<file path="config.mk">
export PLATFORM = sky130hd
export DESIGN_NAME = hazard_scoreboard
export DESIGN_NICKNAME = d
export VERILOG_FILES = /design/src/rtl/hazard_scoreboard.sv
export SDC_FILE = /design/constraint.sdc
export NUM_CORES = 1
export LEC_CHECK = 0
export CORE_MARGIN = 5
export CORE_UTILIZATION = 49
export CTS_CLUSTER_DIAMETER = 30
export DETAILED_ROUTE_END_ITERATION = 16
export GPL_ROUTABILITY_DRIVEN = 0
export PLACE_DENSITY = 0.77
export SLEW_MARGIN = 20
export SYNTH_ARGS = -nofsm -noshare
export SYNTH_HDL_FRONTEND = slang
export SYNTH_SLANG_ARGS = --single-unit
</file>
<file path="constraint.sdc">
create_clock -name clock -period 4.3 [get_ports clock]
set_input_delay 0.86 -clock clock [delete_from_list [all_inputs] [get_ports clock]]
set_output_delay 0.86 -clock clock [all_outputs]
set_load 0.03 [all_outputs]
</file>
<file path="src/rtl/hazard_scoreboard.sv">
// Hazard detection and forwarding-select unit: tracks the destinations of the last DEPTH
// issued instructions and derives per-source forwarding selects, load-use stalls and a stall counter.
module hazard_scoreboard #(
    parameter int REG_AW = 5,
    parameter int DEPTH  = 3,
    parameter int FWD_EN = 1,
    localparam int FW    = $clog2(DEPTH + 1)
) (
    input  logic              clock,
    input  logic              reset,
    input  logic              id_valid,
    input  logic [REG_AW-1:0] id_rs,
    input  logic [REG_AW-1:0] id_rt,
    input  logic              id_use_rs,
    input  logic              id_use_rt,
    input  logic              id_wreg,
    input  logic              id_m2reg,
    input  logic [REG_AW-1:0] id_dest,
    output logic              stall,
    output logic [FW-1:0]     fwd_a,
    output logic [FW-1:0]     fwd_b,
    output logic [15:0]       stall_cycles
);

    // Shadow of downstream stages; index 0 is EXE, DEPTH-1 is the last stage before commit.
    logic              shd_v     [DEPTH];
    logic              shd_wreg  [DEPTH];
    logic              shd_m2reg [DEPTH];
    logic [REG_AW-1:0] shd_dest  [DEPTH];

    logic          hit_a, hit_b;
    logic [FW-1:0] k_a, k_b;
    logic          stall_a, stall_b;

    function automatic logic hit_at(input int k, input logic [REG_AW-1:0] src,
                                    input logic use_src);
        return id_valid && use_src && shd_v[k] && shd_wreg[k] &&
               (shd_dest[k] != '0) && (shd_dest[k] == src);
    endfunction

    function automatic logic [15:0] sat_inc(input logic [15:0] cnt);
        return (cnt == 16'hFFFF) ? cnt : cnt + 16'd1;
    endfunction

    // ID-stage compare: scanning from oldest to youngest lets the youngest match overwrite.
    always_comb begin
        hit_a = 1'b0;
        hit_b = 1'b0;
        k_a   = '0;
        k_b   = '0;
        for (int k = DEPTH - 1; k >= 0; k--) begin
            if (hit_at(k, id_rs, id_use_rs)) begin
                hit_a = 1'b1;
                k_a   = FW'(k);
            end
            if (hit_at(k, id_rt, id_use_rt)) begin
                hit_b = 1'b1;
                k_b   = FW'(k);
            end
        end
    end

    always_comb begin
        if (FWD_EN != 0) begin
            stall_a = hit_a && (k_a == '0) && shd_m2reg[0];
            stall_b = hit_b && (k_b == '0) && shd_m2reg[0];
        end else begin
            stall_a = hit_a;
            stall_b = hit_b;
        end
        stall = stall_a || stall_b;
        fwd_a = (stall || (FWD_EN == 0) || !hit_a) ? '0 : k_a + FW'(1);
        fwd_b = (stall || (FWD_EN == 0) || !hit_b) ? '0 : k_b + FW'(1);
    end

    // Shadow advance, control half: valid bits and the stall counter honour reset.
    always_ff @(posedge clock) begin
        if (reset) begin
            for (int k = 0; k < DEPTH; k++) begin
                shd_v[k] <= 1'b0;
            end
            stall_cycles <= '0;
        end else begin
            for (int k = DEPTH - 1; k >= 1; k--) begin
                shd_v[k] <= shd_v[k-1];
            end
            shd_v[0] <= id_valid && !stall;
            if (stall) begin
                stall_cycles <= sat_inc(stall_cycles);
            end
        end
    end

    // Shadow advance, data half: fields are qualified by the valid bit, so no reset needed.
    always_ff @(posedge clock) begin
        for (int k = DEPTH - 1; k >= 1; k--) begin
            shd_wreg[k]  <= shd_wreg[k-1];
            shd_m2reg[k] <= shd_m2reg[k-1];
            shd_dest[k]  <= shd_dest[k-1];
        end
        if (id_valid && !stall) begin
            shd_wreg[0]  <= id_wreg;
            shd_m2reg[0] <= id_m2reg;
            shd_dest[0]  <= id_dest;
        end else begin
            shd_wreg[0]  <= 1'b0;
            shd_m2reg[0] <= 1'b0;
            shd_dest[0]  <= '0;
        end
    end

endmodule

</file>
### Word-level counts from Yosys, hierarchy flattened

Memories as Yosys holds them, arrays and structs flattened.
Cells that the tools add are included.

| cells by class | value |
|---|---|
| add/subtract/negate cells | 3 |
| equality and inequality tests | 7 |
| multiplexer cells | 26 |
| bitwise gates (word level) | 7 |
| reduce and logical (&&, ||, !) cells | 43 |

Operators by type and width:

| cell | count |
|---|---|
| $logic_and 1x1->1 | 31 |
| $eq 5x5->1 | 6 |
| $mux 1 | 17 |
| $add 16x1->16 const B | 1 |
| $eq 16x16->1 const B | 1 |
| $mux 2 | 8 |
| $reduce_bool 5->1 | 3 |
| $or 1x1->1 | 6 |
| $mux 5 | 1 |
| $add 2x1->2 const B | 2 |
| $logic_not 2->1 | 2 |
| $logic_not 1->1 | 3 |
| $logic_or 1x1->1 | 3 |
| $reduce_and 2->1 | 1 |
| $not 1->1 | 1 |

| word-level totals | value |
|---|---|
| bits in registers | 16 |
| bits in writable memories | 24 |
| bits of input ports | 22 |
| output and inout port bits | 21 |
| word-level logic and storage cells | 91 |
| memories kept | 4 |

Memories:

| name | words | width | read ports | clocked after memory_dff | write ports | RTL line | source |
|---|---|---|---|---|---|---|---|
| shd_dest | 3 | 5 | 3 | 0 | 3 | 29 | `logic [REG_AW-1:0] shd_dest [DEPTH];` |
| shd_m2reg | 3 | 1 | 2 | 0 | 3 | 28 | `logic shd_m2reg [DEPTH];` |
| shd_v | 3 | 1 | 3 | 0 | 3 | 26 | `logic shd_v [DEPTH];` |
| shd_wreg | 3 | 1 | 3 | 0 | 3 | 27 | `logic shd_wreg [DEPTH];` |

### Logic depth before layout (Yosys ltp)

Gate-level depths: netlist of the first run.

| depth | value |
|---|---|
| depth in word-level cells | 17 |
| depth in mapped cells | 12 |

### Least setup slack after synthesis of the first run

Ideal clock, no wire load.

| timing | value |
|---|---|
| kind | input to output |
| start point | input id_rt[0] |
| end point | output fwd_a[0] |
| arrival | 2.802 ns |
| required time | 3.440 ns |
| setup slack | 0.638 ns |
| stages | 11 |
| path through | xnor2_1 nand4_1 or4_4 and2_1 nand2b_1 ha_1 nand2_1 a31oi_4 nor2_2 buf_2 and3_1 |

| between the ends | value |
|---|---|
| cells in the longest elaborated chain, start to end | 11 |
| elaborated cells on any way between the ends | 18 |
| classes of those cells | eq/ne: 3; mux: 7; reduce/logical: 8 |

RTL lines:

| what | RTL line | source |
|---|---|---|
| start: declaration | 13 | `input logic [REG_AW-1:0] id_rt,` |
| $eq 5x5->1 | 38 | `(shd_dest[k] != '0) && (shd_dest[k] == src);` |
| $logic_and 1x1->1 | 38 |  |
| $mux 2 (3 in series) | 56 | `if (hit_at(k, id_rt, id_use_rt)) begin` |
| $logic_not 2->1 | 66 | `stall_b = hit_b && (k_b == '0) && shd_m2reg[0];` |
| $logic_and 1x1->1 (*) (2 in series) | 66 |  |
| $logic_or 1x1->1 (*) | 71 | `stall = stall_a \|\| stall_b;` |
| $logic_or 1x1->1 (*) | 72 | `fwd_a = (stall \|\| (FWD_EN == 0) \|\| !hit_a) ? '0 : k_a + FW'(1);` |
| $mux 2 (*) | 72 |  |
| end: declaration | 20 | `output logic [FW-1:0] fwd_a,` |

Every way passes the cells marked *; elsewhere a longest branch is shown, timed or not.

### Worst setup path in the final report of the first run

| timing | value |
|---|---|
| start point | input id_rt[0] |
| end point | output fwd_b[0] |

| between the ends | value |
|---|---|
| cells in the longest elaborated chain, start to end | 11 |
| elaborated cells on any way between the ends | 20 |
| classes of those cells | add/sub: 1; eq/ne: 3; mux: 7; reduce/logical: 9 |

RTL lines:

| what | RTL line | source |
|---|---|---|
| $eq 5x5->1 | 38 |  |
| $logic_and 1x1->1 | 38 |  |
| $mux 2 (3 in series) | 56 |  |
| $logic_not 2->1 | 66 |  |
| $logic_and 1x1->1 (2 in series) | 66 |  |
| $logic_or 1x1->1 | 71 |  |
| $logic_or 1x1->1 | 73 | `fwd_b = (stall \|\| (FWD_EN == 0) \|\| !hit_b) ? '0 : k_b + FW'(1);` |
| $mux 2 (*) | 73 |  |
| end: declaration | 21 | `output logic [FW-1:0] fwd_b,` |

Marks and branches as above.

==> results.md, run 1 <==
- CP arrival: 3.28 ns
- Final setup fails: 0
- Vias in the first global route: 1500
- Synth cell count leaders: dfxtp_1 (38), xnor2_1 (25), and3_1 (15), nor2_1 (12), nand2_1 (11)
- Die height: 71.8 µm
- Pint: 649 µW
- CTS Buf Count: 5
- 1st-pass router iterations: 4
- Dominant synthesized flop cell: dfxtp_1
- Iteration-0 DRC Markers: 61
- Antenna Nets Post-Route: 0
- Yosys top cell area share: 40.7%
- Sequential share of the synthesized area: 40.7%
- HPWL after detailed placement: 3280 µm
- Final nets: 273
- Die W: 71.8 µm
- Clock share of power: 46.1%
- Register Area: 761 µm²
- Initial core utilization: 50.7%
- Avg Cell Area, Syn: 9.50 µm²
- Root buffer cell: clkbuf_8
- Leading area contributor after synthesis: dfxtp_1
- Maxcap violations: 0
- Switching portion of total power: 20.4%
- Buffers on Ports: 42
- Post-synth EDFFs: 0
- Core ar.: 0.00369 mm²
- Area grow syn2layout: 34.5%
- Grt total ovfl: 0
- Crit. End Element: output port
- Worst min path class: reg2reg
- Post-synthesis register bit count: 38
- Crit path max fanout: 6
- Mapped cell area: 0.00187 mm²
- N_diodes: 0
- Pin count of the biggest net entering global routing: 18
- Synth area leaders: dfxtp_1 (41%), xnor2_1 (12%), and3_1 (5.0%), xor2_1 (4.7%), nand4_1 (2.7%)
- CTS tree: done
- Cells after Synth: 197
- Fin. Hold Viols: 0
- Count of cell types in the netlist: 40
- Reg2Reg Depth: 12
- Yosys warnings: 0
- Share of layout cells above drive strength 1: 12.0%
- Fin Setup TNS: 0 ns
- Hold Buf Count CTS: 0
- Worst-skew pair later-pin latency: 0.29 ns
- Final Cycle Share: 96.3%
- Clk slew on worst S/H paths: 0.08 ns
- Placed cell count: 289
- Post_cts resized: 0
- Total track usage: 17.6%
- Buffer count from post-CTS setup fixing: 0
- NetSw: 166 µW
- Clock skew: 0.00769 ns
- DRC Markers: 0
- H-tree depth: 2
- Wire per inst: 14.9 µm
- Post-layout util: 68.2%
- Row count: 22
- CP Class: in2out
- PwrDens: 324 mW/mm²
- Post-synthesis async set-or-reset flop share: 0%
- CTS Sinks: 38
- Worst rel slew slack: 58.0%
- Syn nets: 222
- Maximum vdd drop: 0.250 mV
- Status: finished clean
- Max Clk Rate: 0.241 GHz
- Initial antenna violation count: 0
- RSZ-0062 raised after global routing: false
- First-pass GRT wire length: 7020 µm
- Lkg Pwr: 0.000951 µW
- Finished Layout Cells: 297
- Slew @ Worst Pin: 0.629 ns
- Kind of start point of the critical path: input port
- Total wire length: 4420 µm
- DR vias/cell: 5.45
- Comb power frac: 8.0%
- Hold depth: 0
- Part of the power in registers: 46.0%
- Filler cells: 324
- Top-level port count: 43
- Clock Tree Buf Depth: 2
- Slew Viols, Final: 0
- Vias: 1619
- Count leader, synth: dfxtp_1
- CP required: 3.44 ns
- Full die area: 0.00515 mm²
- Crit path time final: 4.14 ns
- Multi-input logic area: 0.00107 mm²
[logic make-up (layout without fill, tap and decap cells)]
| logic type | after synthesis | in the layout | synth area share [%] |
|---|---|---|---|
| adders and majority gates | 3 | 3 | 2.01 |
| and+or+nand+nor | 82 | 82 | 24.8 |
| buffers and inverters | 9 | 61 | 2.27 |
| AOI/OAI and AO/OA | 28 | 28 | 12.8 |
| xor gates and xnor gates | 35 | 35 | 16.4 |
| muxes | 2 | 2 | 1.07 |
| DFF | 38 | 38 | 40.7 |
[routing by layer]
| metal | share of wire, % | track usage, % |
|---|---|---|
| met1 | 44 | 21.7 |
| met2 | 47 | 29.0 |
| met3 | 6.2 | 5.47 |
| met4 | 2.6 | 6.05 |
| met5 | 0 | 0 |
[critical path, cell delays in order]
cell and delay [ns]:
clkdlybuf4s50_1 0.56, xnor2_1 0.14, nand4_1 0.13, or4_4 0.52
and2_1 0.19, nand2b_1 0.07, ha_1 0.14, nand2_1 0.08
a31oi_4 0.19, nor2_4 0.06, and3_1 0.18, buf_4 0.16
[sequential cells by signal, summed over array words and instances (netlist names)]
register      cells
shd_v             3
shd_wreg          3
shd_dest         15
shd_m2reg         1
stall_cycles     16
[final timing paths]
path                                     start         endpoint  slack [ns]
worst max register to register  shd_dest[0][8]  stall_cycles[5]        1.30
worst min register to register  shd_wreg[0][0]   shd_wreg[0][1]        0.36
worst min-delay path            shd_wreg[0][0]   shd_wreg[0][1]        0.36
worst max-delay path                  id_rt[0]         fwd_b[0]        0.16
[cell usage in the layout (no fill, tap or decap), drive strengths merged, types with 6 or more instances in the layout]
master,instances
clkdlybuf4s50,35
dfxtp,38
nand4,8
nand3,7
nor2,13
clkbuf,6
xnor2,25
o211ai,7
nand2,11
buf,12
and3,15
or4,9
xor2,10
[power groups by stage]
stage,Sequential [µW],Combinational (µW),Clock [µW]
after floorplan,379,33.9,0
after global placement,382,64.1,0
after detailed placement,383,64.3,0
after CTS,375,65.4,382
after global routing,376,70.6,398
final,375,64.8,375
[per-stage QoR]
stage / worst slack (ns) / instance area (µm²) / total power, µW / hold WS (ns)
CTS: 0.136 / 2510 / 822 / 0.362
global route: 0.000799 / 2520 / 844 / 0.372
finish: 0.157 / 2520 / 815 / 0.357
detailed placement: 0.149 / 2360 / 447 / 0.357
global placement: 0.195 / 2360 / 446 / 0.354
floorplan: 0.638 / 1870 / 413 / 0.348
[final cells by class]
type,instances,share of cell area (%)
multi-input cells,150,42.6
well taps,48,2.39
clock inverters,2,2.39
clock buffers,6,3.28
flip-flops and latches,38,30.2
repair buffers,49,18.5
inverters,4,0.597
(Power assumes the default switching activity.)
==> inputs of run 2 (changes only) <==
Settings changed: SKIP_CTS_REPAIR_TIMING set to 1.
==> results of run 2 <==
Same layout as run 1: the final DEF is identical, and so are final timing and power.
==> inputs of run 3 (changes only) <==
Settings changed: CORE_MARGIN 5 to 2.
==> results.md, run 3 (synthesis results as in run 1) <==
- Status: finished clean
- CTS Sinks: 38 (unchanged)
- Kind of start point of the critical path: input port
- 1st-pass router iterations: 4 (unchanged)
- Iteration-0 DRC Markers: 83 (+36%)
- Area grow syn2layout: 33.6%
- Regs by FF count: stall_cycles: 16 flops, shd_dest: 15 flops
- Initial antenna violation count: 0 (unchanged)
- CP arrival: 3.33 ns (+0.05 ns)
- Worst min path class: reg2reg
- Total wire length: 4390 µm (-0.66%)
- Antenna Nets Post-Route: 0 (unchanged)
- RSZ-0062 raised after global routing: false
- Crit path time final: 4.19 ns (+0.0466 ns)
- N_diodes: 0 (unchanged)
- Max Clk Rate: 0.239 GHz (-1.1%)
- Clk slew on worst S/H paths: 0.08 ns (about the same)
- Clock Tree Buf Depth: 2 (unchanged)
- CP required: 3.44 ns (about the same)
- Worst rel slew slack: 59.2% (+1.2 points)
- Root buffer cell: clkbuf_8
- Setup ws final: 0.111 ns (-0.0466 ns)
- Final Cycle Share: 97.4% (+1.1 points)
- PwrDens: 321 mW/mm² (-0.91%)
- Grt total ovfl: 0 (unchanged)
- Lkg Pwr: 0.000924 µW (-2.8%)
- Row count: 22 (unchanged)
- CTS tree: done
- Core ar.: 0.00366 mm² (-0.75%)
- CTS Buf Count: 5 (unchanged)
- Vias in the first global route: 1585 (+5.7%)
- Largest register FFs: 16 (unchanged)
- Slew @ Worst Pin: 0.611 ns (-0.0182 ns)
- Filler cells: 318 (-1.9%)
- DR vias/cell: 5.53 (+1.5%)
- CP peak stage delay: 0.52 ns (-0.04 ns)
- CP Cell Sequence: clkdlybuf4s50_1 > xnor2_1 > nand4_1 > or4_4 > and2_1 > nand2b_1 > ha_1 > nand2_1 > a31oi_4 > nor2_4 > and3_1 > buf_4
- Share of layout cells above drive strength 1: 11.7% (-0.35 points)
- Clock skew: 0.00727 ns (-0.000417 ns)
- Die W: 65.8 µm (-8.4%)
- Most flop-heavy register: stall_cycles
- Top-level port count: 43 (unchanged)
- Total track usage: 22.6% (+5.0 points)
- Register Area: 761 µm² (unchanged)
- Slew Viols, Final: 0 (unchanged)
- HPWL after detailed placement: 3310 µm (+0.88%)
- Fin Setup TNS: 0 ns (unchanged)
- Buffers on Ports: 42 (unchanged)
- Wire per inst: 14.8 µm (-0.32%)
- Worst slack at placement: 0.0871 ns (-0.0621 ns)
- DRC Markers: 0 (unchanged)
- Die height: 65.8 µm (-8.4%)
- Commonest non-fill, non-tap cell in the layout: dfxtp_1
- Fin. Hold Viols: 0 (unchanged)
- Vias: 1638 (+1.2%)
- Full die area: 0.00433 mm² (-16%)
- Slowest CP cell: or4_4
- Multi-input logic area: 0.00107 mm² (unchanged)
- Maxcap violations: 0 (unchanged)
- Worst-skew pair later-pin latency: 0.29 ns (about the same)
- First-pass GRT wire length: 7410 µm (+5.5%)
- H-tree depth: 2 (unchanged)
- Maximum vdd drop: 0.364 mV (+46%)
- Crit path max fanout: 7 (+1)
- Commonest non-fill, non-tap cells in the layout: dfxtp_1 (38), clkdlybuf4s50_1 (37), xnor2_1 (25), and3_1 (15), nor2_1 (12)
- Final nets: 272 (-0.37%)
- Initial core utilization: 51.1% (+0.38 points)
- CP Class: in2out
- Pin count of the biggest net entering global routing: 18 (unchanged)
- Crit. End Element: output port
- Final setup fails: 0 (unchanged)
-- run 3: changes by cell type in the layout (fill, tap and decap cells not counted), sizes merged --
cell / change
buf: -1
dlymetal6s2s: -2
clkdlybuf4s50: +2
clkbuf: -1
clkinv: +1
-- run 3: critical path, delay by kind of cell --
kind	cells	cell delay (ns)
adders and majority gates	1	0.14
buffers and inverters	2	0.64
AOI/OAI and AO/OA	1	0.20
xor gates and xnor gates	1	0.23
and+or+nand+nor	7	1.27
-- run 3: area by class of cell --
| cell class | instances | share of cell area, % |
|---|---|---|
| Inverter | 4 | 0.601 |
| Tap cell | 48 | 2.40 |
| Clock inverter | 3 | 2.75 |
| Sequential cell | 38 | 30.4 |
| Clock buffer | 5 | 2.75 |
| Multi-Input combinational cell | 150 | 42.9 |
| Timing Repair Buffer | 48 | 18.1 |
-- run 3: final timing paths --
check,from,endpoint,slack (ns),depth (start not counted)
hold reg to reg,shd_wreg[0][1],shd_wreg[0][2],0.36,0
setup reg to reg,shd_dest[0][2],stall_cycles[5],1.28,12
setup / recovery,id_rt[0],fwd_b[0],0.11,12
hold / removal,shd_wreg[0][1],shd_wreg[0][2],0.36,0
-- run 3: per-layer routing --
| metal | share of wire, % | track usage [%] |
|---|---|---|
| met5 | 0 | 0 |
| met4 | 0.89 | 6.25 |
| met3 | 6.0 | 5.28 |
| met2 | 47 | 35.6 |
| met1 | 46 | 30.9 |
-- run 3: per-stage QoR --
stage                     hold WS, ns  cells  instance area [µm²]  power (µW)  util, %
final                           0.365    296                 2500         802     68.3
after global routing            0.370    296                 2500         827     68.3
after CTS                       0.367    296                 2490         804     68.1
after detailed placement        0.356    288                 2360         447     64.4
after global placement          0.353    288                 2360         446     64.4
after floorplan                 0.348    197                 1870         413        -
-- run 3: where the power goes --
part	total [µW]	internal (µW)	switching, µW
registers	375	362	12.4
logic	64.1	39.2	24.8
clock network	363	232	131
total	802	634	168
